--- config.mk ---
export PLATFORM = sky130hd
export DESIGN_NAME = popcount_ternary_acc
export DESIGN_NICKNAME = d
export VERILOG_FILES = /design/src/rtl/popcount_ternary_acc.sv
export SDC_FILE = /design/constraint.sdc
export NUM_CORES = 1
export LEC_CHECK = 0
export ABC_CLOCK_PERIOD_IN_PS = 5000
export BUFFER_PORTS_ARGS = -buffer_cell sky130_fd_sc_hd__buf_2
export CORE_UTILIZATION = 35
export CTS_BUF_LIST = sky130_fd_sc_hd__clkbuf_2
export CTS_CLUSTER_DIAMETER = 50
export DETAILED_ROUTE_END_ITERATION = 10
export PLACE_DENSITY = 0.58
export SLEW_MARGIN = 20
export SYNTH_ARGS = -nofsm -noshare
export SYNTH_HDL_FRONTEND = slang
export SYNTH_SLANG_ARGS = --single-unit
--- constraint.sdc ---
create_clock -name clk -period 5 [get_ports clk]
set_clock_uncertainty 0.1 [all_clocks]
set_input_delay 0 -clock clk [delete_from_list [all_inputs] [get_ports clk]]
set_output_delay 0 -clock clk [all_outputs]
set_load 0.02 [all_outputs]
--- src/rtl/popcount_ternary_acc.sv ---
// Streaming ternary-neuron accumulator: per-beat popcount(pos)-popcount(neg) summed over BEATS beats, then thresholded.
// Define POPCOUNT_APPROX_LSB_EN for approximate popcounts (bit 0 of each per-beat count forced to 1).
module popcount_ternary_acc #(
  parameter int WIDTH = 22,
  parameter int BEATS = 4,
  parameter int ACC_W = $clog2(WIDTH*BEATS+1)+1
) (
  input  logic             clk,
  input  logic             rst_n,
  input  logic             clear,
  input  logic             in_valid,
  output logic             in_ready,
  input  logic [WIDTH-1:0] in_pos,
  input  logic [WIDTH-1:0] in_neg,
  input  logic [ACC_W-1:0] thr_hi,
  input  logic [ACC_W-1:0] thr_lo,
  output logic             out_valid,
  input  logic             out_ready,
  output logic [ACC_W-1:0] out_sum,
  output logic [1:0]       out_act
);

  localparam int PC_W  = $clog2(WIDTH+1);
  localparam int CNT_W = (BEATS > 1) ? $clog2(BEATS) : 1;

  logic [PC_W-1:0]  w_pc_p, w_pc_n;
  logic [PC_W-1:0]  r_pc_p, r_pc_n;
  logic [CNT_W-1:0] r_beat_cnt;
  logic             r_s1_vld, r_s1_last, r_s1_first;
  logic [ACC_W-1:0] r_acc, w_base, w_sum;
  logic             r_out_vld;
  logic [ACC_W-1:0] r_out_sum;
  logic [1:0]       r_out_act, w_act;
  logic             w_stall, w_in_acc, w_fire, w_cnt_last;

  always_comb begin
    w_pc_p = '0;
    w_pc_n = '0;
    for (int i = 0; i < WIDTH; i++) begin
      w_pc_p = w_pc_p + PC_W'(in_pos[i]);
      w_pc_n = w_pc_n + PC_W'(in_neg[i]);
    end
`ifdef POPCOUNT_APPROX_LSB_EN
    w_pc_p[0] = 1'b1;
    w_pc_n[0] = 1'b1;
`endif
  end

  // Only a final beat can stall, and only while an unconsumed result occupies the buffer.
  assign w_stall    = r_s1_vld & r_s1_last & r_out_vld & ~out_ready;
  assign in_ready   = ~clear & (~r_s1_vld | ~w_stall);
  assign w_in_acc   = in_valid & in_ready;
  assign w_fire     = r_s1_vld & ~w_stall & ~clear;
  assign w_cnt_last = (r_beat_cnt == CNT_W'(BEATS-1));

  assign w_base = r_s1_first ? '0 : r_acc;
  assign w_sum  = w_base + ACC_W'(r_pc_p) - ACC_W'(r_pc_n);

  always_comb begin
    w_act = 2'b00;
    if ($signed(w_sum) >= $signed(thr_hi))      w_act = 2'b01;
    else if ($signed(w_sum) <= $signed(thr_lo)) w_act = 2'b11;
  end

  always_ff @(posedge clk or negedge rst_n) begin
    if (!rst_n) begin
      r_s1_vld   <= 1'b0;
      r_s1_last  <= 1'b0;
      r_s1_first <= 1'b0;
      r_pc_p     <= '0;
      r_pc_n     <= '0;
      r_beat_cnt <= '0;
    end else if (clear) begin
      r_s1_vld   <= 1'b0;
      r_beat_cnt <= '0;
    end else if (w_in_acc) begin
      r_s1_vld   <= 1'b1;
      r_s1_last  <= w_cnt_last;
      r_s1_first <= (r_beat_cnt == '0);
      r_pc_p     <= w_pc_p;
      r_pc_n     <= w_pc_n;
      r_beat_cnt <= w_cnt_last ? '0 : r_beat_cnt + CNT_W'(1);
    end else if (!w_stall) begin
      r_s1_vld   <= 1'b0;
    end
  end

  always_ff @(posedge clk or negedge rst_n) begin
    if (!rst_n) begin
      r_acc <= '0;
    end else if (clear) begin
      r_acc <= '0;
    end else if (w_fire) begin
      r_acc <= r_s1_last ? '0 : w_sum;
    end
  end

  always_ff @(posedge clk or negedge rst_n) begin
    if (!rst_n) begin
      r_out_vld <= 1'b0;
      r_out_sum <= '0;
      r_out_act <= 2'b00;
    end else if (w_fire && r_s1_last) begin
      r_out_vld <= 1'b1;
      r_out_sum <= w_sum;
      r_out_act <= w_act;
    end else if (out_ready) begin
      r_out_vld <= 1'b0;
    end
  end

  assign out_valid = r_out_vld;
  assign out_sum   = r_out_sum;
  assign out_act   = r_out_act;

endmodule

### Word level (Yosys, flattened, before mapping)

Cells that the tools add are included.

* flip-flop bits (word level): 34
* bits of input ports: 65
* output and inout bits: 12
* logic and storage cells: 91

* add/subtract/negate cells: 45
* order comparisons: 2
* equality and inequality tests: 2
* muxes and demuxes: 14
* bitwise gates (word level): 12
* reductions and logical operators: 6

Operator list (count)
* $add A5 B1 Y5: 34
* $mux W8: 4
* $add A4 B1 Y5: 2
* $mux W2: 5
* $add A3 B1 Y4: 2
* $add A8 B5 Y8: 1
* $ge A8 B8 Y1: 1
* $le A8 B8 Y1: 1
* $sub A8 B5 Y8: 1
* $and A1 B1 Y1: 7
* $add A2 B1 Y3: 2
* $reduce_bool A2 Y1: 3
* $mux W1: 5
* $add A1 B1 Y2: 2
* $not A1 Y1: 4
* $ne A3 B2 Y1 const B: 1
* $add A2 B1 Y2 const B: 1
* $eq A2 B2 Y1 const B: 1
* $logic_not A2 Y1: 1
* $reduce_and A2 Y1: 1
* $logic_and A1 B1 Y1: 1
* $or A1 B1 Y1: 1

### Logic depth before layout (Yosys ltp)

* depth in word-level cells: 21
* depth in mapped cells: 16
* mapped depth without buffers: 16

### Worst setup path after synthesis

OpenSTA, ideal clock, no wires.

* kind: input-to-reg
* start: in in_neg[11]
* end: reg r_pc_n[4]
* setup time: 0.131 ns
* arrival: 3.577 ns
* data required time: 4.769 ns
* setup slack: 1.192 ns
* cell stages on the path: 14
* path buffers: 0
* path through: inv_1 > fa_1 > inv_1 > fa_1 > inv_1 > fa_1 > fa_1 > fa_1 > inv_1 > ha_1 > fa_1 > a21o_1 > a211oi_1 > a21oi_1

* cells in the longest elaborated chain, start to end: 11

Ends and longest elaborated chain
* start: declaration: RTL line 14 `input logic [WIDTH-1:0] in_neg,`
* $add A5 B1 Y5 (11 in a row): RTL line 41 `w_pc_n = w_pc_n + PC_W'(in_neg[i]);`
* end signal: assignment: RTL line 81 `r_pc_n <= w_pc_n;`
* end: declaration: RTL line 27 `logic [PC_W-1:0] r_pc_p, r_pc_n;`

Every way passes these cells.
A chain may end at the register's enable or synchronous reset.

### Worst setup path in the final report

* start: reg r_s1_first
* end: reg r_out_act[1] (netlist: out_act[1])

* cells in the longest elaborated chain, start to end: 6
* elaborated cells between the ends (all ways): 7
* classes of those cells: add/sub (2); order compare (2); mux (3)

Ends and longest elaborated chain
* start: declaration: RTL line 29 `logic r_s1_vld, r_s1_last, r_s1_first;`
* start signal: assignment: RTL line 79 `r_s1_first <= (r_beat_cnt == '0);`
* $mux W8 *: RTL line 56 `assign w_base = r_s1_first ? '0 : r_acc;`
* $add A8 B5 Y8 *: RTL line 57 `assign w_sum = w_base + ACC_W'(r_pc_p) - ACC_W'(r_pc_n);`
* $sub A8 B5 Y8 *: RTL line 57
* via w_sum[6]: RTL line 30 `logic [ACC_W-1:0] r_acc, w_base, w_sum;`
* $le A8 B8 Y1: RTL line 62 `else if ($signed(w_sum) <= $signed(thr_lo)) w_act = 2'b11;`
* $mux W2: RTL line 62
* $mux W2 *: RTL line 61 `if ($signed(w_sum) >= $signed(thr_hi)) w_act = 2'b01;`
* end signal: assignment: RTL line 106 `r_out_act <= w_act;`
* end: declaration: RTL line 33 `logic [1:0] r_out_act, w_act;`

The timed path passes the listed nets; every way through them passes the cells marked *.

==> metrics <==
status finished clean; DP Cell Count 563; crit end category flip-flop; TritonCTS clock tree yes; vias in the first global route 2,609; Crit Path Category flip-flop to flip-flop; startpoint class of the critical path flip-flop; Port Buffers 76; Routed WL per cell 11.5 µm; setup bufs post-CTS 0; Arr. time, crit path 4130 ps; Hold Buf Count CTS 6; Clock Latency Late Sink 390 ps; largest net degree at the start of global routing 35; H-tree depth 2; Worst-path clk slew 210 ps; CTS Buf Count 5; Peak Freq 254 MHz; core area 9370 µm²; Synth area leaders dfrtp_1, fa_1, ha_1; worst setup slack after layout 1070 ps; Synth-to-Final Area Change 17.9%; CTS Sinks 34; largest fanout on the critical path 9; Die ar. 10,200 µm²; P_leak 2.29 nW; Reg2Reg Setup Slack 1070 ps; peak supply drop 0.000267 V; DRC errors left 0; row count 35; layout net count 587; max_slew headroom 47.7%; grt ovf 0; Synth area leader dfrtp_1; DR vias 2,648; root buffer cell clkbuf_2; syn nets 503; fillers 978; initial antenna violation count 0; Fin. Hold Viols 0; Post-synth EDFFs 0; Layout Cells excl Fill 577; RSZ-0062 raised after global routing no; cells along the critical path nand2b_1 -> fa_1 -> inv_1 -> fa_1 -> a21oi_1 -> o211ai_1 -> a21oi_1 -> xnor2_1 -> ha_1 -> nand4_1 -> o22ai_1 -> a311o_1 -> o21ba_2 -> a211oi_1; GRT Total Usage 14.0%; final period utilization 78.6%; crit path time final 3930 ps; worst hold-check slack 80.1 ps; syn avg cell area 9.45 µm²; pre-CTS setup slack 961 ps; worst hold path class input port to async pin; Async S/R FF share, synth 100%; Max Transition Viols Final 0; CTS max path bufs 2; RD Place Congestion 0.827; share of the synthesized area in the top cell type 24.8%; Netlist Area Pre-Place 3430 µm²; post-cts gate resize count 0; peak per-stage delay on the critical path 490 ps; first-pass GRT wire length 11,200 µm; Yosys reg bits 34; synthesis warning total 0; die height 101 µm; # setup viols final 0; WP data required 5200 ps; Initial Util 36.6%; slowest stage cell, crit path dfrtp_1; Antenna Cells 0; Pre-antenna DRT Iters 4; PwrDens 638 nW/µm²; Tot Pwr 2.58 mW; Slew @ Worst Pin 785 ps; post-route ant nets 0; Final TNS setup 0 ps; Detailed Place HPWL 5500 µm; Die Wd 101 µm; via/cell ratio 4.59; top_reg_cell synth dfrtp_1; number of library cell types mapped by synthesis 48; Ports 77; max-cap check violation count 0; DRT iter0 DRCs 37; final wirelength 6630 µm; Syn Inst Count 363; post-synthesis sequential area ratio 24.8%; layout cells sized above 1 21.2%
## through the flow
stage	instance area, µm²	util [%]
6_report	4050	43.2
5_1_grt	4050	43.2
4_1_cts	4050	43.2
3_5_place_dp	3950	42.1
3_3_place_gp	3950	42.1
2_1_floorplan	3430	-
## cell families (layout without fill, tap and decap cells)
logic type               Yosys count  count (layout)  synth area share, %
buffers and inverters            107             192                 12.0
adder cells (fa/ha/maj)           75              75                 35.0
AND/OR/NAND/NOR                   72              72                 11.2
AO/OA/AOI/OAI                     56              56                 11.5
flip-flops                        34              34                 24.8
multiplexers                      10              10                 3.24
XOR/XNOR                           9               9                 2.30
## worst paths after layout
path / start / cells after the start / endpoint
setup / recovery: r_s1_first / 14 / out_act[1]
hold / removal: rst_n / 2 / out_act[1]
setup reg to reg: r_s1_first / 14 / out_act[1]
hold reg to reg: r_pc_p[3] / 2 / r_pc_p[3]
max in group asynchronous: rst_n / 2 / r_acc[1]
min in group clk: thr_lo[5] / 6 / out_act[1]
## where the power goes
group / total (mW) / switching (mW) / internal [mW] / leakage (nW)
clock network: 0.132 / 0.100 / 0.0319 / 0.0264
logic: 2.06 / 1.19 / 0.864 / 1.81
registers: 0.395 / 0.0479 / 0.347 / 0.445
## state kept, by name, indices dropped and copies added (netlist names)
signal / flops
out_sum: 8
r_s1_last: 1
r_s1_vld: 1
out_act: 2
r_pc_n: 5
r_acc: 8
r_s1_first: 1
out_valid: 1
r_pc_p: 5
r_beat_cnt: 2
## Yosys cell counts, types with 4 or more instances
cell / number
xnor2_1: 5
mux2_1: 6
fa_1: 35
nand3_1: 4
xor2_1: 4
dfrtp_1: 34
inv_1: 102
nand2_1: 26
nand2b_1: 7
o21ai_0: 9
a22o_1: 7
nor2b_1: 4
a21o_1: 5
nor2_1: 13
ha_1: 40
a21oi_1: 14
## metal layers
layer	up-vias	wire (µm)	part of all wire, %	GRT usage, %
met3	6	272	4.1	2.50
met2	71	3420	52	26.5
li1	1314	-	-	-
met1	1257	2900	44	16.2
met5	-	0	0	0
met4	0	47	0.71	3.12
## final cells by class
type	instances	area, µm²	share of cell area, %
Inverter	102	383	9.46
Multi-Input combinational cell	222	2170	53.6
Tap cell	129	161	3.99
Timing Repair Buffer	82	440	10.9
Clock inverter	3	16.3	0.402
Sequential cell	34	851	21.0
Clock buffer	5	25.0	0.618
## cells in the final DEF, fill, tap and decap left out, types with 2 or more instances in the layout
| master | n |
|---|---|
| o211ai_1 | 2 |
| clkbuf_2 | 5 |
| nand2_1 | 26 |
| mux2_1 | 6 |
| a211oi_2 | 2 |
| a31oi_2 | 2 |
| nor2b_1 | 4 |
| a31oi_1 | 2 |
| xnor2_1 | 5 |
| nor3b_1 | 2 |
| nor4b_1 | 2 |
| mux2_2 | 3 |
| a21o_1 | 5 |
| a22o_1 | 7 |
| fa_1 | 35 |
| dlygate4sd3_1 | 6 |
| a211oi_1 | 3 |
| o21ai_0 | 9 |
| nand2b_1 | 7 |
| xor2_1 | 4 |
| dfrtp_1 | 34 |
| a21oi_1 | 14 |
| inv_1 | 102 |
| and3_1 | 3 |
| nand3_1 | 4 |
| buf_2 | 76 |
| ha_1 | 40 |
| nor2_1 | 13 |
| nor2b_4 | 2 |
| nand4_1 | 2 |
## worst max-delay path, delay by kind of cell, from the launching register on
family                     cells  cell delay [ps]
DFF                            1              490
and+or+nand+nor                2              290
AOI/OAI and AO/OA              7             1250
buffers and inverters          1               60
xor gates and xnor gates       1              330
adders and majority gates      3             1300
Note: power is estimated with default switching activity, not from simulation.
